$ cat src/rtl/nibble_serial_adder_pkg.sv
// Shared types and helpers for the nibble-serial adder and its 4-bit ripple core.
package nsa_pkg;

  localparam int NIBBLE_W = 4;

  typedef enum logic [1:0] {
    IDLE = 2'd0,
    RUN  = 2'd1,
    DONE = 2'd2
  } nsa_state_t;

  // One full-adder cell; returns {carry_out, sum}.
  function automatic logic [1:0] full_add(input logic x, input logic y, input logic ci);
    full_add = {(x & y) | (x & ci) | (y & ci), x ^ y ^ ci};
  endfunction

endpackage

$ cat src/rtl/nibble_serial_adder_rca4_core.sv
// Purely combinational 4-bit ripple-carry adder made of four full-adder cells.
module rca4_core
  import nsa_pkg::*;
(
  input  logic [NIBBLE_W-1:0] a4,
  input  logic [NIBBLE_W-1:0] b4,
  input  logic                ci,
  output logic [NIBBLE_W-1:0] s4,
  output logic                co
);

  logic [NIBBLE_W:0] c;

  assign c[0] = ci;

  for (genvar i = 0; i < NIBBLE_W; i++) begin : g_fa
    assign {c[i+1], s4[i]} = full_add(a4[i], b4[i], c[i]);
  end

  assign co = c[NIBBLE_W];

endmodule

$ cat src/rtl/nibble_serial_adder.sv
// Wide adder that streams one nibble per cycle, LSB first, through a single rca4_core.
//
// Handshake: a transfer happens on a rising edge where valid && ready are both high;
// valid must not depend on ready, and in_ready/out_valid are pure functions of state.
module nibble_serial_adder
  import nsa_pkg::*;
#(
  parameter int WIDTH = 16
) (
  input  logic             clk,
  input  logic             rst_n,
  input  logic             in_valid,
  output logic             in_ready,
  input  logic [WIDTH-1:0] a,
  input  logic [WIDTH-1:0] b,
  input  logic             cin,
  output logic             out_valid,
  input  logic             out_ready,
  output logic [WIDTH-1:0] sum,
  output logic             cout,
  output nsa_state_t       dbg_state_o
);

  localparam int NIBBLES = WIDTH / NIBBLE_W;
  localparam int CNT_W   = (NIBBLES > 1) ? $clog2(NIBBLES) : 1;
  localparam logic [CNT_W-1:0] CNT_LAST = CNT_W'(NIBBLES - 1);

  if ((WIDTH < NIBBLE_W) || ((WIDTH % NIBBLE_W) != 0)) begin : g_bad_width
    $error("nibble_serial_adder: WIDTH must be a multiple of 4 and at least 4");
  end

  nsa_state_t         state_q, state_d;
  logic [WIDTH-1:0]   a_sh_q, a_sh_d;
  logic [WIDTH-1:0]   b_sh_q, b_sh_d;
  logic [WIDTH-1:0]   sum_q, sum_d;
  logic               carry_q, carry_d;
  logic               cout_q, cout_d;
  logic [CNT_W-1:0]   cnt_q, cnt_d;

  logic [NIBBLE_W-1:0] core_s;
  logic                core_c;
  logic [WIDTH-1:0]    sum_shift;
  logic                accept;
  logic                release_res;

  rca4_core u_core (
    .a4 (a_sh_q[NIBBLE_W-1:0]),
    .b4 (b_sh_q[NIBBLE_W-1:0]),
    .ci (carry_q),
    .s4 (core_s),
    .co (core_c)
  );

  // New nibble enters at the top so the LSB nibble lands at bit 0 after NIBBLES shifts.
  if (NIBBLES == 1) begin : g_sum_one
    assign sum_shift = core_s;
  end else begin : g_sum_many
    assign sum_shift = {core_s, sum_q[WIDTH-1:NIBBLE_W]};
  end

  assign accept      = in_valid && in_ready;
  assign release_res = out_valid && out_ready;

  // State register
  always_ff @(posedge clk or negedge rst_n) begin
    if (!rst_n) begin
      state_q <= IDLE;
    end else begin
      state_q <= state_d;
    end
  end

  // Next-state logic
  always_comb begin
    state_d = state_q;
    case (state_q)
      IDLE:    if (accept) state_d = RUN;
      RUN:     if (cnt_q == CNT_LAST) state_d = DONE;
      DONE:    if (release_res) state_d = IDLE;
      default: state_d = IDLE;
    endcase
  end

  // Output logic
  always_comb begin
    in_ready    = 1'b0;
    out_valid   = 1'b0;
    dbg_state_o = state_q;
    case (state_q)
      IDLE:    in_ready  = 1'b1;
      DONE:    out_valid = 1'b1;
      default: ;
    endcase
  end

  // Datapath next values; sum/cout are only written in RUN so they persist through IDLE.
  always_comb begin
    a_sh_d  = a_sh_q;
    b_sh_d  = b_sh_q;
    sum_d   = sum_q;
    carry_d = carry_q;
    cout_d  = cout_q;
    cnt_d   = cnt_q;
    case (state_q)
      IDLE: begin
        if (accept) begin
          a_sh_d  = a;
          b_sh_d  = b;
          carry_d = cin;
          cnt_d   = '0;
        end
      end
      RUN: begin
        sum_d   = sum_shift;
        carry_d = core_c;
        a_sh_d  = a_sh_q >> NIBBLE_W;
        b_sh_d  = b_sh_q >> NIBBLE_W;
        cnt_d   = cnt_q + CNT_W'(1);
        if (cnt_q == CNT_LAST) cout_d = core_c;
      end
      default: ;
    endcase
  end

  always_ff @(posedge clk or negedge rst_n) begin
    if (!rst_n) begin
      a_sh_q  <= '0;
      b_sh_q  <= '0;
      sum_q   <= '0;
      carry_q <= 1'b0;
      cout_q  <= 1'b0;
      cnt_q   <= '0;
    end else begin
      a_sh_q  <= a_sh_d;
      b_sh_q  <= b_sh_d;
      sum_q   <= sum_d;
      carry_q <= carry_d;
      cout_q  <= cout_d;
      cnt_q   <= cnt_d;
    end
  end

  assign sum  = sum_q;
  assign cout = cout_q;

endmodule

$ cat config.mk
export PLATFORM = sky130hd
export DESIGN_NAME = nibble_serial_adder
export DESIGN_NICKNAME = d
export VERILOG_FILES = /design/src/rtl/nibble_serial_adder_pkg.sv /design/src/rtl/nibble_serial_adder_rca4_core.sv /design/src/rtl/nibble_serial_adder.sv
export SDC_FILE = /design/constraint.sdc
export NUM_CORES = 1
export LEC_CHECK = 0
export BUFFER_PORTS_ARGS = -buffer_cell sky130_fd_sc_hd__buf_2
export CAP_MARGIN = 20
export CORE_AREA = 2 2 92 94
export DETAILED_ROUTE_END_ITERATION = 10
export DIE_AREA = 0 0 94 96
export SLEW_MARGIN = 0
export SYNTH_ARGS = -nofsm -noshare
export SYNTH_HDL_FRONTEND = slang
export SYNTH_SLANG_ARGS = --single-unit
$ cat constraint.sdc
create_clock -name clk -period 2.9 [get_ports clk]
set_input_delay 0.29 -clock clk [delete_from_list [all_inputs] [get_ports clk]]
set_output_delay 0.29 -clock clk [all_outputs]
set_load 0.01 [all_outputs]
==> flow_metrics.py <==
metrics = {
    "sta": {
        "timing_hold_violations_final": 0,
        "drv_slew": 0,
        "tightest_slew_ns": 0.795,
        "post_route_clock_period_utilization_pct": 73.4,
        "fin_setup_tns_ns": 0,
        "layout_min_cycle_time_ns": 2.13,
        "setup_viol_count_final": 0,
        "slew_headroom_pct": 46.9,
        "rsz0062_at_grt": "no",
        "finClkSkew_ns": 0.00997,
        "max_freq_mhz": 470,
    },
    "yosys": {
        "synth_top_area_share_pct": 56.1,
        "yosys_warnings": 0,
        "synthesis.instances": 206,
        "synth_compound_gate_area_share_pct": 22.5,
        "synth_simple_gate_area_share_pct": 4.21,
        "synth_xor_area_share_pct": 0,
        "synthTopCellsByArea": "sky130_fd_sc_hd__dfrtp_1, sky130_fd_sc_hd__o22ai_1, sky130_fd_sc_hd__mux2_4",
        "main_combinational_cell_family_by_area_after_synthesis": "compound AO/OA/AOI/OAI gates",
        "synth-seq-area-share_pct": 56.1,
        "ys_types": 29,
        "post_synth.cell_area_avg_um2": 11.7,
        "mappedNetlistArea_um2": 2410,
        "synth_top_area_cell": "sky130_fd_sc_hd__dfrtp_1",
        "synthAdderAreaFrac_pct": 3.84,
        "synthesis.nets": 248,
        "synthMuxAreaShare_pct": 7.79,
        "ys_ff_latch": 54,
    },
    "pwr": {
        "ir_drop_mv": 0.370,
        "cellLeakagePower_uw": 0.00131,
        "total_power_uw": 3390,
        "power_density_nw_per_um2": 1190,
    },
    "clock_network": {
        "cts_post_setup_buffers_inserted": 0,
        "tritoncts.num_buffers": 5,
        "cts-root-buf": "sky130_fd_sc_hd__clkbuf_8",
        "clock_tree.htree_level_count": 2,
        "path_clk_slew_ns": 0.10,
        "number_of_clock_sinks": 54,
        "tritoncts_clock_tree": "done",
        "cts_max_path_buffers": 2,
        "clock_latency_on_the_worst_skew_pair_ns": 0.31,
    },
    "cells_and_area": {
        "drive_gt1_share_pct": 32.8,
        "antenna-diode-count": 0,
        "layout.cells.most_common_list": "sky130_fd_sc_hd__buf_2, sky130_fd_sc_hd__dfrtp_1, sky130_fd_sc_hd__o22ai_1",
        "finish.net_count": 300,
        "fin_area_um2": 2860,
        "area.growth.synth_to_final_pct": 18.6,
        "mostFrequentLayoutCell": "sky130_fd_sc_hd__buf_2",
    },
    "global_routing": {
        "grt_start_max_net_pins": 29,
        "grt_total_usage_pct": 13.5,
        "wire_length_of_the_first_global_routing_pass_mm": 9.36,
        "number_of_antenna_violations_at_the_first_check_in_global_routing": 0,
        "first_global_vias": 1814,
        "globalRoute.totalOverflow": 0,
    },
    "drt": {
        "drt-initial-drc-count": 166,
        "detail_route.drc_violations": 0,
        "post_drt_via_cell_ratio": 5.07,
        "wl_per_cell_um": 15.7,
        "antenna_violating_nets_post_route": 0,
        "drt_wl_total_mm": 5.70,
        "drt_first_pass_iters": 4,
        "via_count": 1845,
    },
    "run_status": {
        "outcome": "complete, no violations",
    },
    "worst_hold_path": {
        "hp-class": "primary input to flip-flop",
    },
    "floorplanning": {
        "floorplan.initialDensity_pct": 29.9,
        "i_o_pin_cnt": 58,
        "placement_rows": 33,
        "fp.dieH_um": 96,
        "die_width_um": 94,
        "fp.dieArea_um2": 9020,
        "fp.coreArea_um2": 8050,
    },
    "critical_path": {
        "arrival_worst_endpoint_ns": 2.37,
        "critPathCaptureType": "flip-flop",
        "path_class": "flip-flop to flip-flop",
        "cp_max_fo": 2,
        "cp-start-kind": "flip-flop",
        "crit_required_ns": 3.14,
    },
    "job": {
        "cap_violations": 0,
    },
    "placed_design": {
        "place.port_buffers": 57,
        "placement.cell_area_um2": 2760,
        "place.gp.congestion": 0.712,
        "detailed_place_hpwl_mm": 3.93,
    },
}
[path summary, 6_finish.rpt]
path	startpoint	endpoint	slack, ns	cells past startpoint
min	out_ready	dbg_state_o[1]	0.16	2
max	carry_q	sum[15]	0.77	8
min reg2reg	b_sh_q[14]	b_sh_q[14]	0.50	1
max in group asynchronous	rst_n	a_sh_q[7]	1.57	3
min in group asynchronous	rst_n	sum[7]	0.52	2
max reg2reg	carry_q	sum[15]	0.77	8
[cells in the mapped netlist]
cell and n:
sky130_fd_sc_hd__dfrtp_1 54, sky130_fd_sc_hd__o22ai_1 39, sky130_fd_sc_hd__a21oi_1 17, sky130_fd_sc_hd__o21ai_0 14, sky130_fd_sc_hd__nand2_1 9, sky130_fd_sc_hd__inv_1 8, sky130_fd_sc_hd__mux2_4 8, sky130_fd_sc_hd__a2bb2oi_1 7
sky130_fd_sc_hd__clkbuf_1 6, sky130_fd_sc_hd__mux2_2 6, sky130_fd_sc_hd__buf_2 5, sky130_fd_sc_hd__buf_4 4, sky130_fd_sc_hd__fa_1 4, sky130_fd_sc_hd__nor2_1 4, sky130_fd_sc_hd__a32o_1 3, sky130_fd_sc_hd__nand2b_1 3
sky130_fd_sc_hd__buf_6 2, sky130_fd_sc_hd__nand3b_1 2, sky130_fd_sc_hd__a221oi_1 1, sky130_fd_sc_hd__a22o_1 1, sky130_fd_sc_hd__ha_1 1, sky130_fd_sc_hd__inv_2 1, sky130_fd_sc_hd__nor2_2 1, sky130_fd_sc_hd__nor2b_1 1
sky130_fd_sc_hd__o21bai_1 1, sky130_fd_sc_hd__o221a_1 1, sky130_fd_sc_hd__o31ai_1 1, sky130_fd_sc_hd__o32ai_1 1, sky130_fd_sc_hd__or2_2 1
[worst max-delay path: stages, from the launching register on]
cell	delay [ns]
sky130_fd_sc_hd__dfrtp_1	0.39
sky130_fd_sc_hd__inv_1	0.10
sky130_fd_sc_hd__fa_1	0.18
sky130_fd_sc_hd__inv_1	0.05
sky130_fd_sc_hd__fa_1	0.37
sky130_fd_sc_hd__fa_1	0.36
sky130_fd_sc_hd__inv_1	0.07
sky130_fd_sc_hd__fa_1	0.39
sky130_fd_sc_hd__o21ai_0	0.15
[stage by stage]
step,util [%],worst slack [ns],std cells,hold slack [ns]
after floorplan,-,0.857,206,-0.00559
after global placement,34.2,0.794,355,0.351
after detailed placement,34.2,0.753,355,0.336
after CTS,35.5,0.743,364,0.153
after global routing,35.5,0.610,364,0.169
final,35.5,0.771,364,0.159
[power breakdown]
part | leakage [uW] | internal, uW | switching (uW)
registers | 0.000652 | 1130 | 304
logic | 0.000610 | 775 | 757
clock network | 0.0000482 | 193 | 238
[state kept, by name, indices dropped and copies added, names as in the netlist]
| name | cells |
|---|---|
| dbg_state_o | 2 |
| a_sh_q | 16 |
| b_sh_q | 16 |
| sum | 16 |
| cout | 1 |
| cnt_q | 2 |
| carry_q | 1 |
[kinds of logic (layout without fill, tap and decap cells)]
| group | Yosys count | count (layout) |
|---|---|---|
| AOI/OAI and AO/OA | 86 | 86 |
| adders and majority gates | 5 | 5 |
| buffers and inverters | 26 | 79 |
| DFF | 54 | 54 |
| muxes | 14 | 14 |
| and+or+nand+nor | 21 | 21 |
[layer usage]
layer  global-route usage [%]  share of wire [%]
met5                        0                  0
met4                     3.50               0.89
met3                     2.90                4.5
met2                     20.0                 45
met1                     20.2                 49
[cell type report]
type | instances | area, um2
well taps | 105 | 131
clock buffers | 7 | 86.3
repair buffers | 62 | 325
inverters | 9 | 33.8
fillers | 825 | 5190
clock inverters | 1 | 5.00
flip-flops and latches | 54 | 1350
multi-input cells | 126 | 925
[repair_timing]
item                      4_1_cts  5_1_grt
hold endpoints to repair       18        0
resized for setup               0        0
hold buffers                    1        0
(Power assumes the default switching activity.)
